## src/rtl/retire_unit.sv

```systemverilog
// In-order retirement stage: pops the active-list head, maintains the committed
// rename map, releases stale physical tags and replays the map after a mispredict.
module retire_unit #(
    parameter int ARCH_REGS = 32,
    parameter int PHYS_W    = 6
) (
    input  logic              clk,
    input  logic              rst_n,
    input  logic              al_head_valid,
    input  logic              al_head_done,
    input  logic              al_head_has_dest,
    input  logic [4:0]        al_head_logical,
    input  logic [PHYS_W-1:0] al_head_physical,
    input  logic              al_head_mispredict,
    output logic              al_retire,
    output logic              free_valid,
    output logic [PHYS_W-1:0] free_reg,
    input  logic              free_ready,
    output logic              flush,
    output logic              restore_valid,
    output logic [4:0]        restore_idx,
    output logic [PHYS_W-1:0] restore_phys,
    output logic [31:0]       retire_count
);

    localparam int IDX_W = 5;
    localparam logic [IDX_W-1:0] LAST_IDX = IDX_W'(ARCH_REGS - 1);

    typedef enum logic [1:0] {RUN, FLUSH, RESTORE} state_t;

    state_t            r_state;
    state_t            w_state_nxt;
    logic [PHYS_W-1:0] r_map [ARCH_REGS];
    logic [IDX_W-1:0]  r_cnt;
    logic [31:0]       r_retire_count;
    logic              w_retire;
    logic              w_map_wr;

    // Stall a writing instruction until the free list can take its stale tag.
    assign w_retire = rst_n && (r_state == RUN) && al_head_valid && al_head_done &&
                      (!al_head_has_dest || free_ready);
    // r0 keeps its identity mapping; its fresh tag goes straight back to the free list.
    assign w_map_wr = w_retire && al_head_has_dest && (al_head_logical != '0);

    always_comb begin
        w_state_nxt   = r_state;
        al_retire     = w_retire;
        free_valid    = 1'b0;
        free_reg      = '0;
        flush         = 1'b0;
        restore_valid = 1'b0;
        restore_idx   = '0;
        restore_phys  = '0;
        case (r_state)
            RUN: begin
                if (w_retire && al_head_has_dest) begin
                    free_valid = 1'b1;
                    free_reg   = (al_head_logical == '0) ? al_head_physical
                                                         : r_map[al_head_logical];
                end
                if (w_retire && al_head_mispredict) w_state_nxt = FLUSH;
            end
            FLUSH: begin
                flush       = 1'b1;
                w_state_nxt = RESTORE;
            end
            RESTORE: begin
                restore_valid = 1'b1;
                restore_idx   = r_cnt;
                restore_phys  = r_map[r_cnt];
                if (r_cnt == LAST_IDX) w_state_nxt = RUN;
            end
            default: w_state_nxt = RUN;
        endcase
    end

    always_ff @(posedge clk or negedge rst_n) begin
        if (!rst_n) begin
            r_state        <= RUN;
            r_cnt          <= '0;
            r_retire_count <= '0;
        end else begin
            r_state <= w_state_nxt;
            if (r_state == RESTORE) r_cnt <= r_cnt + IDX_W'(1);
            else                    r_cnt <= '0;
            if (w_retire) r_retire_count <= r_retire_count + 32'd1;
        end
    end

    always_ff @(posedge clk or negedge rst_n) begin
        if (!rst_n) begin
            for (int i = 0; i < ARCH_REGS; i++) r_map[i] <= PHYS_W'(i);
        end else if (w_map_wr) begin
            r_map[al_head_logical] <= al_head_physical;
        end
    end

    assign retire_count = r_retire_count;

endmodule

```

## config.mk

```make
export PLATFORM = sky130hd
export DESIGN_NAME = retire_unit
export DESIGN_NICKNAME = d
export VERILOG_FILES = /design/src/rtl/retire_unit.sv
export SDC_FILE = /design/constraint.sdc
export NUM_CORES = 1
export LEC_CHECK = 0
export ABC_CLOCK_PERIOD_IN_PS = 5050
export BUFFER_PORTS_ARGS = -buffer_cell sky130_fd_sc_hd__buf_2
export CAP_MARGIN = 0
export CORE_ASPECT_RATIO = 0.9
export CORE_MARGIN = 3
export CORE_UTILIZATION = 40
export DETAILED_ROUTE_END_ITERATION = 8
export HOLD_SLACK_MARGIN = 0.05
export PLACE_DENSITY = 0.55
export SLEW_MARGIN = 20
export SYNTH_ARGS = -nofsm -noshare
export SYNTH_HDL_FRONTEND = slang
export SYNTH_SLANG_ARGS = --single-unit
```

## constraint.sdc

```tcl
create_clock -name clk -period 5.05 [get_ports clk]
set_input_delay 0.505 -clock clk [delete_from_list [all_inputs] [get_ports clk]]
set_output_delay 0.505 -clock clk [all_outputs]
set_load 0.02 [all_outputs]
```

==> impl_metrics.ini, run 1 <==
[global_routing]
grt-ovfl-total = 0
grt_start_max_net_pins = 75
grt_pass1_vias = 8315
antenna_found_initial = 0
grtUsageTotal_pct = 21.5
grt_pass1_wl_mm = 54.8

[worst_setup_path]
crit_fanout = 38
crit_required_ps = 4550
reg2reg_from = r_state[0]
cpLargestDelayFamily = multiplexers
crit_path_start_kind = flip-flop
cp_cell_sequence = mux4_2 > mux2i_1 > o21ai_0 > a31oi_1 > a31oi_1 > buf_2
cp-end-kind = output port
cpMostUsedCell = a31oi_1
cp_slowest_cell = dfrtp_4
ff2ff_setup_slack_ps = 2430
crit-reg2reg-capture = r_map[177]
critPathMaxStageDelay_ps = 880
path_buf_inv = 1
cp_data_arrival_time_ps = 3300
r2r_cells = 5
crit_type = reg2out

[yosys]
synth-main-ff-cell = dfrtp_1
synthCells = 935
yosysUniqueCellTypes = 57
synth_fp_nets = 956
ys_top_cells_by_area = dfrtp_1, mux2_2, dfstp_2
synth_edf_count = 0
ys_seq_area_share_pct = 46.8
syn-cell-area_um2 = 12600
synth.most_common_cell = mux2_2
yosysTopAreaCell = dfrtp_1
ys_warn_count = 0
async_reset_ff_share_pct = 100
synthTopCellsByCount = mux2_2, dfrtp_1, dfstp_2, nand2_1, mux4_2
yosysTopAreaCellShare_pct = 30.1
avgSynthCellArea_um2 = 13.4
synth_seq_cells = 231

[drt]
viasPerCell = 5.98
wl_met3_mm = 2.51
wirelength_mm = 35.9
final_antenna_net_count = 0
drc = 0
top_layer = met4
wl_per_cell_um = 25.5
drt_first_pass_iters = 8
met1_length_mm = 16.6
drt-initial-drc-count = 740
vias = 8412
wl_met2_mm = 15.7

[power_and_ir_drop]
leakagePower_nw = 6.30
pwr_density_cell_nw_per_um2 = 349
ir_drop_mv = 0.221
total_power_mw = 4.92

[sta]
whs_ps = 195
setup_slack_ps = 1240
period_minus_slack_ps = 3810
setup_viol = 0
relSlewSlack_pct = 28.6
finalClockSkew_ps = 7.66
hold_violations = 0
rsz0062_at_grt = no
setup-tns-final_ps = 0
max_freq_mhz = 263
slew_violations = 0
worst_slew_pin_slew_ps = 1070
finalCritPeriodShare_pct = 75.4

[floorplan]
die_y_um = 174
initial_core_util_pct = 41.3
core_um2 = 30400
die_width_um = 193
std_cell_rows = 60
fp.dieArea_um2 = 33600
io_pins = 71

[hold_path]
worstHoldPathType = in2reg
min_to = r_state[0]
holdPathStages = 2
hp-start = al_head_mispredict

[cts]
clock_sinks = 231
clk_pin_slew_ps = 60
clockBufferDepth = 3
cts_root_buffer = clkbuf_16
clk-insertion-delay-late_ps = 530
cts_tree = yes
numCtsBuffers = 27
htree_levels = 1

[cells_and_area]
drive_gt1_share_pct = 48.7
utilization_pct = 46.4
fin_cells = 1406
fin_area_um2 = 14100
final_nets = 1003
area_delta_synth_final_pct = 12.3

[flow_run]
maxCapViolCount = 0

[placement]
io_buffers = 70
gp_congestion = 0.882
dp_slack_ps = 1560
dp_hpwl_mm = 24.3
placed_cells = 1355
placed_cell_area_um2 = 13200

[outcome]
status = completed
==> power by group <==
group / total [mW] / switching (mW) / internal [mW]
Combinational: 0.783 / 0.415 / 0.368
Sequential: 2.18 / 0.220 / 1.96
Clock: 1.96 / 0.785 / 1.18
Total: 4.92 / 1.42 / 3.50
==> cells by family (layout without fill, tap and decap cells) <==
kind of cell,count (synthesis),in the layout,synth area share [%]
buffers and inverters,71,138,2.72
adder cells (fa/ha/maj),3,3,0.299
flip-flops,231,231,46.8
AO/OA/AOI/OAI,80,80,4.28
XOR/XNOR,33,33,2.30
multiplexers,315,315,34.8
AND/OR/NAND/NOR,202,202,8.83
other,0,1,0
==> final cells by class <==
class,instances,area (um^2)
Fill cell,2745,16300
Multi-Input combinational cell,633,6340
Sequential cell,231,5890
Clock buffer,43,836
Tap cell,403,504
Timing Repair Buffer,83,463
Clock inverter,6,57.6
Inverter,6,22.5
Antenna cell,1,2.50
==> layer usage <==
layer  vias to the layer above  global-route usage, %
met5                         -                      0
met4                         0                   5.46
met2                       317                   31.4
li1                       3628                      -
met3                        62                   3.93
met1                      4405                   32.9
==> cell usage in the layout (no fill, tap or decap), types with 5 or more instances in the layout <==
| cell | n |
|---|---|
| mux2i_1 | 38 |
| a22oi_1 | 6 |
| xor2_1 | 15 |
| nand4_1 | 5 |
| mux2_2 | 203 |
| dfstp_2 | 80 |
| nand2_1 | 60 |
| buf_2 | 68 |
| mux4_1 | 18 |
| dfrtp_1 | 149 |
| and2_1 | 16 |
| nor2_2 | 10 |
| nor3_1 | 11 |
| nor2_1 | 35 |
| clkbuf_8 | 10 |
| and3_1 | 8 |
| clkbuf_1 | 6 |
| nand3_1 | 17 |
| mux4_2 | 53 |
| o21ai_0 | 18 |
| a31oi_1 | 12 |
| inv_1 | 5 |
| clkbuf_16 | 27 |
| nand2b_1 | 8 |
| buf_4 | 13 |
| xnor2_1 | 18 |
| o22ai_1 | 18 |
| a221oi_1 | 11 |
==> worst max-delay path by stage <==
| stage | from | end | slack [ps] | cells past startpoint |
|---|---|---|---|---|
| 2_1_floorplan | al_head_logical[0] | free_reg[3] | 2490 | 8 |
| 3_3_place_gp | al_head_logical[0] | free_reg[5] | 1550 | 6 |
| 3_5_place_dp | al_head_logical[0] | free_reg[5] | 1560 | 6 |
| 4_1_cts | r_cnt[0] | restore_phys[3] | 1270 | 5 |
| 5_1_grt | r_cnt[0] | restore_phys[4] | 1220 | 6 |
| 6_report | r_cnt[0] | restore_phys[4] | 1240 | 6 |
==> flip-flops by register name, indices dropped and copies added (netlist names) <==
register      count
r_map           192
retire_count     32
r_cnt             5
r_state           2
==> repair_timing <==
action,in CTS,in global routing
hold endpoints to repair,31,0
setup endpoints to repair,0,0
hold buffers,1,0
gates resized for setup,0,0
buffers inserted,0,0
Note: power is estimated with default switching activity, not from simulation.
==> inputs of run 2 (changes only) <==
--- a/config.mk
+++ b/config.mk
@@ -5,7 +5,8 @@
 export SDC_FILE = /design/constraint.sdc
 export NUM_CORES = 1
 export LEC_CHECK = 0
-export ABC_CLOCK_PERIOD_IN_PS = 5050
+export ABC_AREA = 1
+export ABC_CLOCK_PERIOD_IN_PS = 3500
 export BUFFER_PORTS_ARGS = -buffer_cell sky130_fd_sc_hd__buf_2
 export CAP_MARGIN = 0
 export CORE_ASPECT_RATIO = 0.9
@@ -13,7 +14,7 @@
 export CORE_UTILIZATION = 40
 export DETAILED_ROUTE_END_ITERATION = 8
 export HOLD_SLACK_MARGIN = 0.05
-export PLACE_DENSITY = 0.55
+export PLACE_DENSITY = 0.57
 export SLEW_MARGIN = 20
 export SYNTH_ARGS = -nofsm -noshare
 export SYNTH_HDL_FRONTEND = slang
==> constraint.sdc (replaced) <==
create_clock -name clk -period 3.5 [get_ports clk]
set_input_delay 0.35 -clock clk [delete_from_list [all_inputs] [get_ports clk]]
set_output_delay 0.35 -clock clk [all_outputs]
set_load 0.02 [all_outputs]
==> impl_metrics.ini, run 2 <==
[floorplan]
die_y_um = 179
die_width_um = 199
io_pins = 71
std_cell_rows = 62
initial_core_util_pct = 41.2
fp.dieArea_um2 = 35600
core_um2 = 32400

[drt]
drt_first_pass_iters = 6
wirelength_mm = 45.2
final_antenna_net_count = 0
wl_per_cell_um = 18.7
drt-initial-drc-count = 1234
vias = 12900
drc = 0
viasPerCell = 5.35

[hold_path]
worstHoldPathType = in2async

[cts]
cts_root_buffer = clkbuf_16
numCtsBuffers = 27
clockBufferDepth = 3
cts_tree = yes
cts_resized = 0
clock_sinks = 231
htree_levels = 1
clk-insertion-delay-late_ps = 570
clk_pin_slew_ps = 60

[sta]
finalCritPeriodShare_pct = 91.0
slew_violations = 0
hold_violations = 0
setup_viol = 0
finalClockSkew_ps = 18.2
setup-tns-final_ps = 0
relSlewSlack_pct = 38.5
rsz0062_at_grt = no
max_freq_mhz = 314
worst_slew_pin_slew_ps = 923
period_minus_slack_ps = 3180

[yosys]
synth_edf_count = 0
yosysTopAreaCellShare_pct = 28.3
synth_seq_cells = 231
synth_fp_nets = 1991
yosysUniqueCellTypes = 32
async_reset_ff_share_pct = 100
syn-cell-area_um2 = 13300
ys_seq_area_share_pct = 44.1
ys_warn_count = 0
synthCells = 1970
synth.most_common_cell = nand2_1
yosysTopAreaCell = dfrtp_1
ys_top_cells_by_area = dfrtp_1, nand2_1, dfstp_2
avgSynthCellArea_um2 = 6.78
synthTopCellsByCount = nand2_1, o21ai_0, nor2_1, dfrtp_1
synth-main-ff-cell = dfrtp_1

[global_routing]
grt_pass1_vias = 12100
grt_start_max_net_pins = 74
antenna_found_initial = 1
grt_pass1_wl_mm = 71.3
grt-ovfl-total = 0
grtUsageTotal_pct = 25.6

[cells_and_area]
final_cell_mix = nand2_1, o21ai_0, nor2_1, dfrtp_1
layout_commonest_cell = nand2_1
fillers = 3331
utilization_pct = 46.2
top_register = r_map
antenna_cells = 0
largest_reg_flops = 192
drive_gt1_share_pct = 12.5
final_nets = 1999
area_delta_synth_final_pct = 12.2
regArea_um2 = 5890
multiInputGateArea_um2 = 6590

[worst_setup_path]
cpMostUsedCell = nand2_1
cp_cell_sequence = inv_1 > nand3_1 > nand2_1 > nand2_1 > nand2_1 > buf_2
cp_slowest_cell = inv_1
critPathMaxStageDelay_ps = 730
crit-reg2reg-capture = r_map[32]
r2r_cells = 7
crit_type = reg2out
reg2reg_from = r_state[0]
cp_data_arrival_time_ps = 2830
path_buf_inv = 2
ff2ff_setup_slack_ps = 1150
crit_required_ps = 3150
crit_fanout = 16
crit_path_start_kind = flip-flop
crit_start = r_cnt[3]
cp-end-kind = output port
cpLargestDelayFamily = buffers and inverters

[flow_run]
maxCapViolCount = 0

[power_and_ir_drop]
clkPwrFrac_pct = 36.7
pwr_density_cell_nw_per_um2 = 531
combPwrFrac_pct = 25.2
p_switching_mw = 2.81
p_int_mw = 5.15
ir_drop_mv = 0.353
p_sw_share_pct = 35.2
leakagePower_nw = 7.08
p_seq_share_pct = 38.0

[outcome]
status = completed

[placement]
io_buffers = 70
gp_congestion = 0.944
dp_hpwl_mm = 30.1
## run 2: cell types whose count changed in the layout (fill, tap and decap cells not counted), moves of 60 or more
cell / before / now
mux2_2: 203 / 0
nand2_1: 60 / 815
nor2_1: 35 / 209
o21ai_0: 18 / 229
nand3_1: 17 / 87
inv_1: 5 / 87
o21ai_1: 0 / 60
## run 2: logic make-up after synthesis
| group | count (synthesis) | synth area share, % |
|---|---|---|
| XOR/XNOR | 17 | 1.12 |
| AND/OR/NAND/NOR | 1152 | 34.4 |
| buffers and inverters | 221 | 6.64 |
| AO/OA/AOI/OAI | 346 | 13.5 |
| flip-flops | 231 | 44.1 |
| adder cells (fa/ha/maj) | 3 | 0.281 |
## run 2: repair_timing
| item | 4_1_cts | 5_1_grt |
|---|---|---|
| endpoints found under the hold margin | 38 | 0 |
| hold buffers | 8 | 0 |
| buffers inserted | 0 | 0 |
## run 2: power by group through the flow
| stage | Clock (mW) | Sequential, mW | Combinational [mW] |
|---|---|---|---|
| floorplan | 0 | 3.02 | 1.23 |
| global placement | 0 | 3.07 | 1.96 |
| detailed placement | 0 | 3.06 | 1.97 |
| CTS | 2.97 | 3.02 | 1.98 |
| global route | 3.09 | 3.04 | 2.20 |
| finish | 2.92 | 3.03 | 2.01 |
## run 2: through the flow
| step | total power, mW | std cells | hold WS (ps) | area (um^2) | setup slack, ps |
|---|---|---|---|---|---|
| finish | 7.96 | 2414 | 266 | 15000 | 317 |
| global route | 8.34 | 2414 | 302 | 15000 | 171 |
| CTS | 7.98 | 2414 | 287 | 15000 | 390 |
| detailed placement | 5.04 | 2357 | 226 | 14000 | 630 |
| global placement | 5.03 | 2357 | 223 | 14000 | 699 |
| floorplan | 4.25 | 1970 | 54.4 | 13300 | 1260 |
## run 2: final cells by class
type,instances,share of cell area [%]
clock inverter,14,1.01
tap,416,3.48
clock buffer,35,5.05
sequential,231,39.3
multi-input combinational,1518,44.0
timing repair buffer,108,4.88
inverter,92,2.31
## run 2: worst max-delay path by stage
| stage | end | slack, ps | cells past startpoint |
|---|---|---|---|
| final | restore_phys[4] | 320 | 6 |
| after detailed placement | free_reg[4] | 630 | 10 |
| after floorplan | restore_phys[0] | 1260 | 5 |
| after CTS | restore_phys[4] | 390 | 6 |
| after global routing | restore_phys[4] | 170 | 9 |
| after global placement | free_reg[4] | 700 | 10 |
## run 2: metal layers
| layer | GRT usage (%) | vias up | routed length (um) |
|---|---|---|---|
| met5 | 0 | - | 13 |
| met4 | 6.76 | 2 | 1150 |
| met3 | 4.64 | 82 | 3370 |
| met2 | 38.6 | 493 | 19600 |
| met1 | 38.0 | 6059 | 21100 |
| li1 | - | 6279 | - |
## run 2: worst reg2reg max path: cells and delay by family, from the launching register on
kind,cells,cell delay [ps]
simple gates,5,1430
flops,1,390
compound gates,2,420
==> inputs of run 3 (changes only) <==
--- a/config.mk
+++ b/config.mk
@@ -6,15 +6,16 @@
 export NUM_CORES = 1
 export LEC_CHECK = 0
 export ABC_AREA = 1
-export ABC_CLOCK_PERIOD_IN_PS = 3500
 export BUFFER_PORTS_ARGS = -buffer_cell sky130_fd_sc_hd__buf_2
 export CAP_MARGIN = 0
+export CELL_PAD_IN_SITES_DETAIL_PLACEMENT = 1
+export CELL_PAD_IN_SITES_GLOBAL_PLACEMENT = 1
 export CORE_ASPECT_RATIO = 0.9
 export CORE_MARGIN = 3
 export CORE_UTILIZATION = 40
 export DETAILED_ROUTE_END_ITERATION = 8
 export HOLD_SLACK_MARGIN = 0.05
-export PLACE_DENSITY = 0.57
+export PLACE_DENSITY = 0.75
 export SLEW_MARGIN = 20
 export SYNTH_ARGS = -nofsm -noshare
 export SYNTH_HDL_FRONTEND = slang
==> impl_metrics.ini, run 3 (synthesized netlist as in run 2, its figures left out) <==
[sta]
hold_violations = 0
finalClockSkew_ps = 13.8
period_minus_slack_ps = 3290
rsz0062_at_grt = no
finalCritPeriodShare_pct = 93.9
setup_viol = 0
whs_ps = 62.0
slew_violations = 0
max_freq_mhz = 304
relSlewSlack_pct = 39.9
worst_slew_pin_slew_ps = 894
setup-tns-final_ps = 0

[floorplan]
io_pins = 71
core_um2 = 32400
die_width_um = 199
fp.dieArea_um2 = 35600
initial_core_util_pct = 41.2
die_y_um = 179
std_cell_rows = 62

[cells_and_area]
layout_commonest_cell = nand2_1
largest_reg_flops = 192
drive_gt1_share_pct = 12.1
final_nets = 1992
antenna_cells = 0
multiInputGateArea_um2 = 6580
top_register = r_map
regArea_um2 = 5890
area_delta_synth_final_pct = 11.8
fillers = 4197
final_cell_mix = nand2_1, o21ai_0, nor2_1, dfrtp_1

[worst_setup_path]
crit_path_start_kind = flip-flop
crit_fanout = 49
cp_cell_sequence = buf_4 > nor2_1 > nor2_1 > o21ai_0 > o211ai_1 > nand3_1 > nand2_1 > nand2_1 > nand2_1 > buf_2
crit_type = reg2out
cpMostUsedCell = nand2_1
cp_data_arrival_time_ps = 2940
cp-end-kind = output port
cp_slowest_cell = dfrtp_4
crit_required_ps = 3150
cpLargestDelayFamily = buffers and inverters
critPathMaxStageDelay_ps = 580
ff2ff_setup_slack_ps = 940
path_buf_inv = 2

[global_routing]
grtUsageTotal_pct = 28.1
grt-ovfl-total = 0
antenna_found_initial = 0
grt_pass1_vias = 13800
grt_start_max_net_pins = 135
grt_pass1_wl_mm = 78.6

[flow_run]
maxCapViolCount = 0

[cts]
clk-insertion-delay-late_ps = 560
clock_sinks = 231
clockBufferDepth = 3
htree_levels = 1
clk_pin_slew_ps = 60
cts_root_buffer = clkbuf_16
numCtsBuffers = 28
cts_tree = yes
cts_setup_buffers = 0

[drt]
final_antenna_net_count = 0
wl_per_cell_um = 20.7
wirelength_mm = 49.8
drt-initial-drc-count = 1024
vias = 13400
drt_first_pass_iters = 5
drc = 0
viasPerCell = 5.56

[power_and_ir_drop]
pwr_density_cell_nw_per_um2 = 540
ir_drop_mv = 0.330
leakagePower_nw = 7.05

[placement]
dp_hpwl_mm = 32.5
gp_congestion = 0.874
io_buffers = 70

[outcome]
status = completed

[hold_path]
worstHoldPathType = in2reg
-- run 3: cell types whose count changed in the layout (fill, tap and decap cells not counted), moves of 2 or more --
cell / before / now
clkbuf_16: 27 / 29
dlygate4sd3_1: 8 / 5
clkbuf_1: 3 / 7
clkbuf_8: 5 / 10
buf_4: 26 / 22
bufinv_16: 3 / 1
clkinv_2: 9 / 3
-- run 3: layer usage --
layer / vias to the layer above / global-route usage (%) / routed length [um]
li1: 6255 / - / -
met5: - / 0 / 0
met4: 0 / 8.49 / 1470
met2: 387 / 44.6 / 22300
met3: 103 / 4.55 / 3010
met1: 6647 / 39.6 / 23100
-- run 3: final cells by class --
class | instances | area share, %
Multi-Input combinational cell | 1518 | 44.1
Inverter | 92 | 2.31
Tap cell | 416 | 3.49
Timing Repair Buffer | 100 | 4.36
Sequential cell | 231 | 39.4
Clock buffer | 46 | 5.96
Clock inverter | 5 | 0.352
-- run 3: final timing paths --
path                                     startpoint               to  depth (start not counted)
worst max-delay path                       r_cnt[0]  restore_phys[4]                         10
worst min-delay path            al_head_physical[0]       r_map[162]                          3
worst max register to register           r_state[0]       r_map[154]                          8
worst min register to register           r_map[190]       r_map[190]                          0
max in group asynchronous                     rst_n       r_map[165]                          3
min in group asynchronous                     rst_n        r_map[42]                          2
-- run 3: repair_timing --
item                      CTS  global route
gates resized for setup     0             0
hold buffers                5             0
hold endpoints to repair   45             0
-- run 3: worst min-delay path: cells and delay by family --
kind | cells | cell delay, ps
AOI/OAI and AO/OA | 1 | 80
buffers and inverters | 2 | 160
-- run 3: report_power, final --
part | switching, mW | internal, mW
logic | 1.52 | 0.567
clock network | 1.19 | 1.79
registers | 0.162 | 2.84
total | 2.87 | 5.20
-- run 3: metrics by stage --
stage / power, mW / utilization (%) / worst slack [ps] / instances / instance area (um^2)
after floorplan: 4.25 / - / 1260 / 1970 / 13300
after global placement: 5.02 / 43.0 / 734 / 2352 / 13900
after detailed placement: 5.09 / 43.0 / 740 / 2352 / 13900
after CTS: 8.09 / 46.0 / 192 / 2408 / 14900
after global routing: 8.44 / 46.0 / 58.2 / 2408 / 14900
final: 8.06 / 46.0 / 212 / 2408 / 14900
